<file path="src/rtl/if_stage.sv">
`default_nettype none
// ============================================================================
//  Module   : if_stage
//  Purpose  : Instruction-fetch stage of the pipelined MIPS datapath. Holds
//             the PC, fetches from instruction memory over a req/ready
//             handshake, applies next-PC redirects selected in ID and drives
//             the IF/ID pipeline register whose opcode/func fields feed the
//             decode-stage controller.
//  Ports    : clk, rst_n           - clock, async active-low reset
//             stall                - hazard-unit freeze of IF/ID and PC
//             if_flush             - load a bubble into IF/ID
//             pc_src               - 00 seq, 01 branch, 10 jump, 11 jr
//             branch_target,
//             jump_target,
//             jr_target            - redirect targets computed in ID
//             imem_req, imem_addr  - fetch request / word-aligned address
//             imem_ready,
//             imem_rdata           - memory response
//             ifid_instr,
//             ifid_pc_plus4,
//             ifid_valid           - IF/ID pipeline register
//             opcode, func         - decoded fields of ifid_instr
//  Revision : 1.0 - initial release
// ============================================================================
module if_stage #(
   parameter logic [31:0] RESET_PC = 32'h0000_0000
) (
   input  logic        clk,
   input  logic        rst_n,
   input  logic        stall,
   input  logic        if_flush,
   input  logic [1:0]  pc_src,
   input  logic [31:0] branch_target,
   input  logic [31:0] jump_target,
   input  logic [31:0] jr_target,
   output logic        imem_req,
   output logic [31:0] imem_addr,
   input  logic        imem_ready,
   input  logic [31:0] imem_rdata,
   output logic [31:0] ifid_instr,
   output logic [31:0] ifid_pc_plus4,
   output logic        ifid_valid,
   output logic [5:0]  opcode,
   output logic [5:0]  func
);

   // Fetch FSM encoding
   localparam logic [1:0] ST_FETCH   = 2'd0;  // request at pc
   localparam logic [1:0] ST_HOLD    = 2'd1;  // word captured during stall
   localparam logic [1:0] ST_DISCARD = 2'd2;  // drain a stale request

   localparam logic [1:0] SRC_SEQ    = 2'b00;
   localparam logic [1:0] SRC_BRANCH = 2'b01;
   localparam logic [1:0] SRC_JUMP   = 2'b10;

   // ------------------------------------------------------------------
   // State and datapath registers
   // ------------------------------------------------------------------
   logic [1:0]  state;
   logic [1:0]  state_nxt;
   logic [31:0] pc;
   logic [31:0] pc_nxt;
   logic [31:0] stale_addr;
   logic [31:0] stale_addr_nxt;
   logic [31:0] hold_instr;
   logic [31:0] hold_instr_nxt;
   logic [31:0] ifid_instr_nxt;
   logic [31:0] ifid_pc_plus4_nxt;
   logic        ifid_valid_nxt;

   logic [31:0] pc_plus4;
   logic [31:0] redirect_target;
   logic        redirect;

   // PC+4 wraps naturally at 2^32
   assign pc_plus4 = pc + 32'd4;

   // A redirect chosen in ID only takes effect when the pipe is not frozen
   assign redirect = (pc_src != SRC_SEQ) && !stall;

   always_comb begin
      redirect_target = jr_target;
      case (pc_src)
         SRC_BRANCH: redirect_target = branch_target;
         SRC_JUMP:   redirect_target = jump_target;
         default:    redirect_target = jr_target;
      endcase
   end

   // ------------------------------------------------------------------
   // FSM: state register
   // ------------------------------------------------------------------
   always_ff @(posedge clk or negedge rst_n) begin
      if (!rst_n) begin
         state <= ST_FETCH;
      end else begin
         state <= state_nxt;
      end
   end

   // ------------------------------------------------------------------
   // FSM: next-state logic
   // ------------------------------------------------------------------
   always_comb begin
      state_nxt = state;
      case (state)
         ST_FETCH: begin
            if (stall) begin
               // A word arriving while frozen is parked rather than lost
               if (imem_ready) state_nxt = ST_HOLD;
            end else if (redirect && !imem_ready) begin
               // The outstanding request must complete before the address
               // may move, so its result is drained and dropped first
               state_nxt = ST_DISCARD;
            end
         end
         ST_HOLD: begin
            if (!stall) state_nxt = ST_FETCH;
         end
         ST_DISCARD: begin
            if (imem_ready) state_nxt = ST_FETCH;
         end
         default: state_nxt = ST_FETCH;
      endcase
   end

   // ------------------------------------------------------------------
   // FSM: output logic (memory request side)
   // ------------------------------------------------------------------
   always_comb begin
      imem_req  = 1'b0;
      imem_addr = {pc[31:2], 2'b00};
      case (state)
         ST_FETCH: begin
            imem_req  = 1'b1;
            imem_addr = {pc[31:2], 2'b00};
         end
         ST_HOLD: begin
            imem_req  = 1'b0;
            imem_addr = {pc[31:2], 2'b00};
         end
         ST_DISCARD: begin
            // Keep presenting the old address until the memory answers
            imem_req  = 1'b1;
            imem_addr = {stale_addr[31:2], 2'b00};
         end
         default: begin
            imem_req  = 1'b0;
            imem_addr = {pc[31:2], 2'b00};
         end
      endcase
      // No request may be seen while the stage is held in reset
      if (!rst_n) imem_req = 1'b0;
   end

   // ------------------------------------------------------------------
   // Datapath next-value logic
   // ------------------------------------------------------------------
   always_comb begin
      pc_nxt            = pc;
      stale_addr_nxt    = stale_addr;
      hold_instr_nxt    = hold_instr;
      ifid_instr_nxt    = ifid_instr;
      ifid_pc_plus4_nxt = ifid_pc_plus4;
      ifid_valid_nxt    = ifid_valid;

      case (state)
         ST_FETCH: begin
            if (stall) begin
               // IF/ID and pc frozen; only capture a returning word
               if (imem_ready) hold_instr_nxt = imem_rdata;
            end else if (redirect) begin
               pc_nxt            = redirect_target;
               ifid_instr_nxt    = 32'h0;
               ifid_pc_plus4_nxt = 32'h0;
               ifid_valid_nxt    = 1'b0;
               if (!imem_ready) stale_addr_nxt = pc;
            end else if (imem_ready) begin
               // The fetched slot is consumed even when flushed
               pc_nxt = pc_plus4;
               if (if_flush) begin
                  ifid_instr_nxt    = 32'h0;
                  ifid_pc_plus4_nxt = 32'h0;
                  ifid_valid_nxt    = 1'b0;
               end else begin
                  ifid_instr_nxt    = imem_rdata;
                  ifid_pc_plus4_nxt = pc_plus4;
                  ifid_valid_nxt    = 1'b1;
               end
            end else begin
               ifid_instr_nxt    = 32'h0;
               ifid_pc_plus4_nxt = 32'h0;
               ifid_valid_nxt    = 1'b0;
            end
         end

         ST_HOLD: begin
            if (!stall) begin
               if (redirect) begin
                  pc_nxt            = redirect_target;
                  ifid_instr_nxt    = 32'h0;
                  ifid_pc_plus4_nxt = 32'h0;
                  ifid_valid_nxt    = 1'b0;
               end else begin
                  pc_nxt = pc_plus4;
                  if (if_flush) begin
                     ifid_instr_nxt    = 32'h0;
                     ifid_pc_plus4_nxt = 32'h0;
                     ifid_valid_nxt    = 1'b0;
                  end else begin
                     ifid_instr_nxt    = hold_instr;
                     ifid_pc_plus4_nxt = pc_plus4;
                     ifid_valid_nxt    = 1'b1;
                  end
               end
            end
         end

         ST_DISCARD: begin
            // Nothing useful can reach IF/ID while draining; a later
            // redirect simply retargets pc
            if (!stall) begin
               ifid_instr_nxt    = 32'h0;
               ifid_pc_plus4_nxt = 32'h0;
               ifid_valid_nxt    = 1'b0;
               if (redirect) pc_nxt = redirect_target;
            end
         end

         default: begin
            pc_nxt = pc;
         end
      endcase
   end

   // ------------------------------------------------------------------
   // Datapath registers
   // ------------------------------------------------------------------
   always_ff @(posedge clk or negedge rst_n) begin
      if (!rst_n) begin
         pc            <= RESET_PC;
         stale_addr    <= 32'h0;
         hold_instr    <= 32'h0;
         ifid_instr    <= 32'h0;
         ifid_pc_plus4 <= 32'h0;
         ifid_valid    <= 1'b0;
      end else begin
         pc            <= pc_nxt;
         stale_addr    <= stale_addr_nxt;
         hold_instr    <= hold_instr_nxt;
         ifid_instr    <= ifid_instr_nxt;
         ifid_pc_plus4 <= ifid_pc_plus4_nxt;
         ifid_valid    <= ifid_valid_nxt;
      end
   end

   // Controller-facing fields are plain slices of the IF/ID register
   assign opcode = ifid_instr[31:26];
   assign func   = ifid_instr[5:0];

endmodule
`default_nettype wire

</file>
<file path="config.mk">
export PLATFORM = sky130hd
export DESIGN_NAME = if_stage
export DESIGN_NICKNAME = d
export VERILOG_FILES = /design/src/rtl/if_stage.sv
export SDC_FILE = /design/constraint.sdc
export NUM_CORES = 1
export LEC_CHECK = 0
export CORE_MARGIN = 2
export CORE_UTILIZATION = 43
export CTS_CLUSTER_SIZE = 10
export DETAILED_ROUTE_END_ITERATION = 12
export DONT_BUFFER_PORTS = 1
export GPL_ROUTABILITY_DRIVEN = 0
export PLACE_DENSITY = 0.6
export SETUP_SLACK_MARGIN = 0.4
export SYNTH_ARGS = -nofsm -noshare
export SYNTH_HDL_FRONTEND = slang
export SYNTH_SLANG_ARGS = --single-unit
</file>
<file path="constraint.sdc">
create_clock -name clk -period 2.3 [get_ports clk]
set_clock_uncertainty 0.1 [all_clocks]
set_input_delay 0.23 -clock clk [delete_from_list [all_inputs] [get_ports clk]]
set_output_delay 0.23 -clock clk [all_outputs]
set_load 0.03 [all_outputs]
</file>
* Word-level counts from Yosys, hierarchy flattened
Index checks and enable logic that the tools add are counted.
Word-level totals: flip-flop bits (word level) 163
Cells by class: reductions and logical operators 13, $add $sub $neg 1, bitwise operators 2, multiplexer cells 42, eq/ne operators 12
Operators by type and width (count):
- $mux 32 | 22
- $pmux 32 s3 | 3
- $pmux 32 s2 | 1
- $add 32x3->32 const B | 1
- $reduce_and 4->1 | 3
- $mux 2 | 5
- $ne 2x2->1 const B | 5
- $mux 1 | 9
- $ne 3x3->1 const B | 3
- $pmux 2 s3 | 1
- $reduce_and 6->1 | 1
- $eq 2x1->1 const B | 2
- $eq 2x2->1 const B | 2
- $pmux 1 s3 | 1
- $reduce_and 3->1 | 1
- $reduce_bool 3->1 | 1
- $logic_and 1x1->1 | 2
- $logic_not 1->1 | 2
- $logic_not 2->1 | 1
- $not 1->1 | 2
- $reduce_bool 2->1 | 1
- $reduce_or 2->1 | 1

* Logic depth before layout (Yosys ltp)
word-level depth 6, mapped depth 10

* Least setup slack after synthesis
Ideal clock, no wire load.
path type flip-flop to flip-flop, from reg state[0], to reg pc[2], arrival 1938 ps, slack 138 ps, stages on the path, launching flop included 10, library setup time 124 ps, cell sequence dfrtp_1 > inv_1 > ha_1 > nor4_1 > or2_1 > buf_2 > o21ai_1 > buf_2 > clkbuf_1 > a211o_1
Between the ends: word-level cells in the longest chain between the ends 3, elaborated cells between the ends (all ways) 11, those cells by class eq/ne: 7; mux: 1; reduce/logical: 3
Ends and longest elaborated chain:
- start, declared | RTL line 59 | logic [1:0] state;
- start signal, assigned | RTL line 97 | state <= state_nxt;
- $eq 2x2->1 (tied with other cells) | RTL line 167 | case (state)
- $ne 2x2->1 (no line) (tied with other cells)
- $reduce_and 6->1 (no line)
- end signal, assigned | RTL line 248 | pc <= pc_nxt;
- end, declared | RTL line 61 | logic [31:0] pc;
Several ways; a longest one is shown, not always the timed one. A chain may end at the register's enable or synchronous reset.

* Worst setup path in the final report
from reg state[0], to reg pc[27]
The elaborated chain is that of the path after synthesis.

==> impl_metrics.tcl <==
set metrics [dict create \
    htreeDepth 4 \
    drc 0 \
    finalHoldViolations 161 \
    critical_path.startpoint_type "flop" \
    cts.clk_slew.worst_paths_ns 0.07 \
    synth-main-ff-cell "dfrtp_1" \
    cts_root_buffer "clkbuf_16" \
    ant_nets 0 \
    regArea_mm2 0.00404 \
    initial_utilization 0.438 \
    synth_top_family_by_area "compound AO/OA/AOI/OAI gates" \
    muxShareOfSynthArea 0.116 \
    worstSetupPathType "flop to flop" \
    cp.arrival_ns 2.46 \
    boundaryPins 245 \
    swShare 0.443 \
    synth_compound_area_frac 0.177 \
    finalCriticalPeriod_ns 2.21 \
    dpl.cell_count 1096 \
    setup_tns_ns 0 \
    fin_crit_sh 0.960 \
    cts_sinks 161 \
    synthToLayoutAreaGrowth_pct 38.8 \
    hold_ws_ns -0.605 \
    layout_common_cells "156 x dfrtp_1, 120 x nor2_1, 63 x nand2_1" \
    synth-simple-area-share 0.140 \
    die_x_um 145 \
    fmax_mhz 453 \
    p_int_uw 10400 \
    crit_chain "inv_2 -> ha_4 -> buf_12 -> buf_12 -> buf_16 -> a21oi_4 -> buf_12 -> o21ai_4 -> or4_1 -> nand4_1" \
    syn_area_mm2 0.00853 \
    ys_warn_count 0 \
    finalNonFillerCells 1237 \
    layout-drive-gt1-share 0.385 \
    syn_avg_cell_area_um2 9.86 \
    tightest_slew_ns 0.680 \
    die_h_um 145 \
    drtIter0Drc 445 \
    viasPerCell 5.94 \
    synth_fa_ha_area_frac 0.0117 \
    power.total_uw 18700 \
    dp.final_hpwl_um 16500 \
    cp-end-kind "flop" \
    cap_violations 0 \
    comb_power_share 0.528 \
    p_switching_uw 8260 \
    multi_input_area_mm2 0.00487 \
    synth.ff_latch_count 161 \
    track_usage 0.252 \
    synth_xor_area_frac 0.0277 \
    io_buffers 0 \
    antenna_found_initial 0 \
    core_region_area_mm2 0.0195 \
    overflow 0 \
    outcome "complete, but fails checks" \
    finalNetCount 1103 \
    cp_num_buf_inv 5 \
    critPathMostFrequentCell "buf_12" \
    numCtsBuffers 17 \
    relSlewSlack 0.546 \
    drt-total-wl_um 28400 \
    cts_tree "built" \
    leakage_uw 0.00492 \
    routedWlPerCell_um 22.9 \
    p_per_area_mw_per_mm2 1580 \
    vdd.ir_drop.worst_mv 0.783 \
    path_delay_family "buffers and inverters" \
    violations "negative hold slack" \
    vias 7350 \
    fill_cells 1490 \
    grt_max_degree 163 \
    cpMaxStageDelayCell "or4_1" \
    worstPathRequired_ns 2.56 \
    drv_slew 0 \
    n_antenna_cell 0 \
    power_frac_seq 0.328 \
    die_area_mm2 0.0210 \
    seq_area_frac_synth 0.472 \
    grt_pass1_wl_um 40100 \
    firstDrtPassIters 5 \
    worstHoldPathType "primary input to asynchronous set/reset pin" \
    async_flop_share 1.00 \
    clk_latency_ns 0.43 \
    cp_max_fo 5 \
    clockBufferDepth 2 \
    rsz0062_at_grt "yes" \
    cpPeakStageDelay_ns 0.43 \
    ys_types 47 \
    p_clk_frac 0.144 \
    layout_commonest_cell "dfrtp_1" \
    grt_pass1_vias 6957 \
    cts-hold-fix-buffers 36 \
    setup-violations-final 0 \
    synth_cells 865 \
    num_rows 51 \
    synth_edf_count 0 \
]
## cell families (layout without fill, tap and decap cells)
kind of cell             after synthesis  after routing
AND/OR/NAND/NOR                      255            256
AO/OA/AOI/OAI                        225            226
flip-flops                           161            161
buffers and inverters                100            204
multiplexers                          88             88
XOR/XNOR                              27             27
adder cells (fa/ha/maj)                8              8
other                                  1              2
## cells in the mapped netlist, drive strengths merged, types with 8 or more instances
library cell,count,area [um^2]
dfrtp,161,4030
nor2,124,465
mux2,88,991
nand2,66,248
clkbuf,52,199
a21oi,50,250
o21ai,44,220
buf,38,226
a221oi,35,307
a22oi,29,218
nand3,17,95.1
xnor2,14,123
a2bb2oi,13,114
nand4,13,96.3
xor2,13,114
o22ai,11,68.8
inv,10,37.5
o31ai,10,75.1
ha,8,100
nor4,8,125
## cell type report
cell class,instances,share of cell area
Clock buffer,19,0.0383
Clock inverter,12,0.00824
Sequential cell,161,0.341
Multi-Input combinational cell,607,0.411
Timing Repair Buffer,163,0.170
Tap cell,265,0.0280
Inverter,10,0.00338
## stage by stage
stage / setup WS [ns] / utilization / area, um^2 / hold slack [ns]
floorplan: 0.332 / - / 8650 / -0.166
global placement: 0.0973 / 0.464 / 9030 / -0.162
detailed placement: 0.0645 / 0.464 / 9030 / -0.162
CTS: 0.156 / 0.562 / 10900 / -0.622
global route: 0.0466 / 0.608 / 11800 / -0.631
finish: 0.0926 / 0.608 / 11800 / -0.605
## power by group through the flow
stage | combinational (uW) | sequential [uW] | clock (uW)
finish | 9860 | 6110 | 2690
global placement | 6220 | 6000 | 0
detailed placement | 6310 | 6050 | 0
floorplan | 5390 | 5500 | 0
CTS | 8380 | 6010 | 2750
global route | 10400 | 6320 | 2890
## layer usage
layer	vias to the layer above	GRT usage	routed length (um)
met1	3655	0.320	11400
li1	3308	-	-
met3	61	0.0652	2060
met4	0	0.0874	946
met5	-	0	0
met2	326	0.418	14000
## state kept, by name, summed over array words and instances (netlist names)
signal	flops
pc	32
ifid_valid	1
stale_addr	30
ifid_instr	32
ifid_pc_plus4	32
hold_instr	32
state	2
## worst register-to-register path: stages (launching register included)
cell and delay (ns):
dfrtp_1 0.41, inv_2 0.08, ha_4 0.18, buf_12 0.13, buf_12 0.14, buf_16 0.15, a21oi_4 0.20, buf_12 0.15
o21ai_4 0.09, or4_1 0.43, nand4_1 0.10
## final timing paths
| check | from | slack, ns | to | cells after the start |
|---|---|---|---|---|
| setup / recovery | state[0] | 0.09 | pc[27] | 10 |
| hold / removal | rst_n | -0.60 | ifid_instr[20] | 0 |
| setup reg to reg | state[0] | 0.09 | pc[27] | 10 |
| hold reg to reg | pc[1] | 0.38 | pc[1] | 2 |
| max in group asynchronous | rst_n | 2.47 | pc[2] | 0 |
| min in group clk | jump_target[0] | 0.03 | pc[0] | 2 |
## what timing repair did
item,in CTS,in global routing
pin swaps,20,27
resized for setup,103,129
gates cloned,13,9
hold endpoints to repair,229,161
endpoints found under the setup margin,120,158
buffers inserted,34,18
Power figures use the tool's default switching activity.
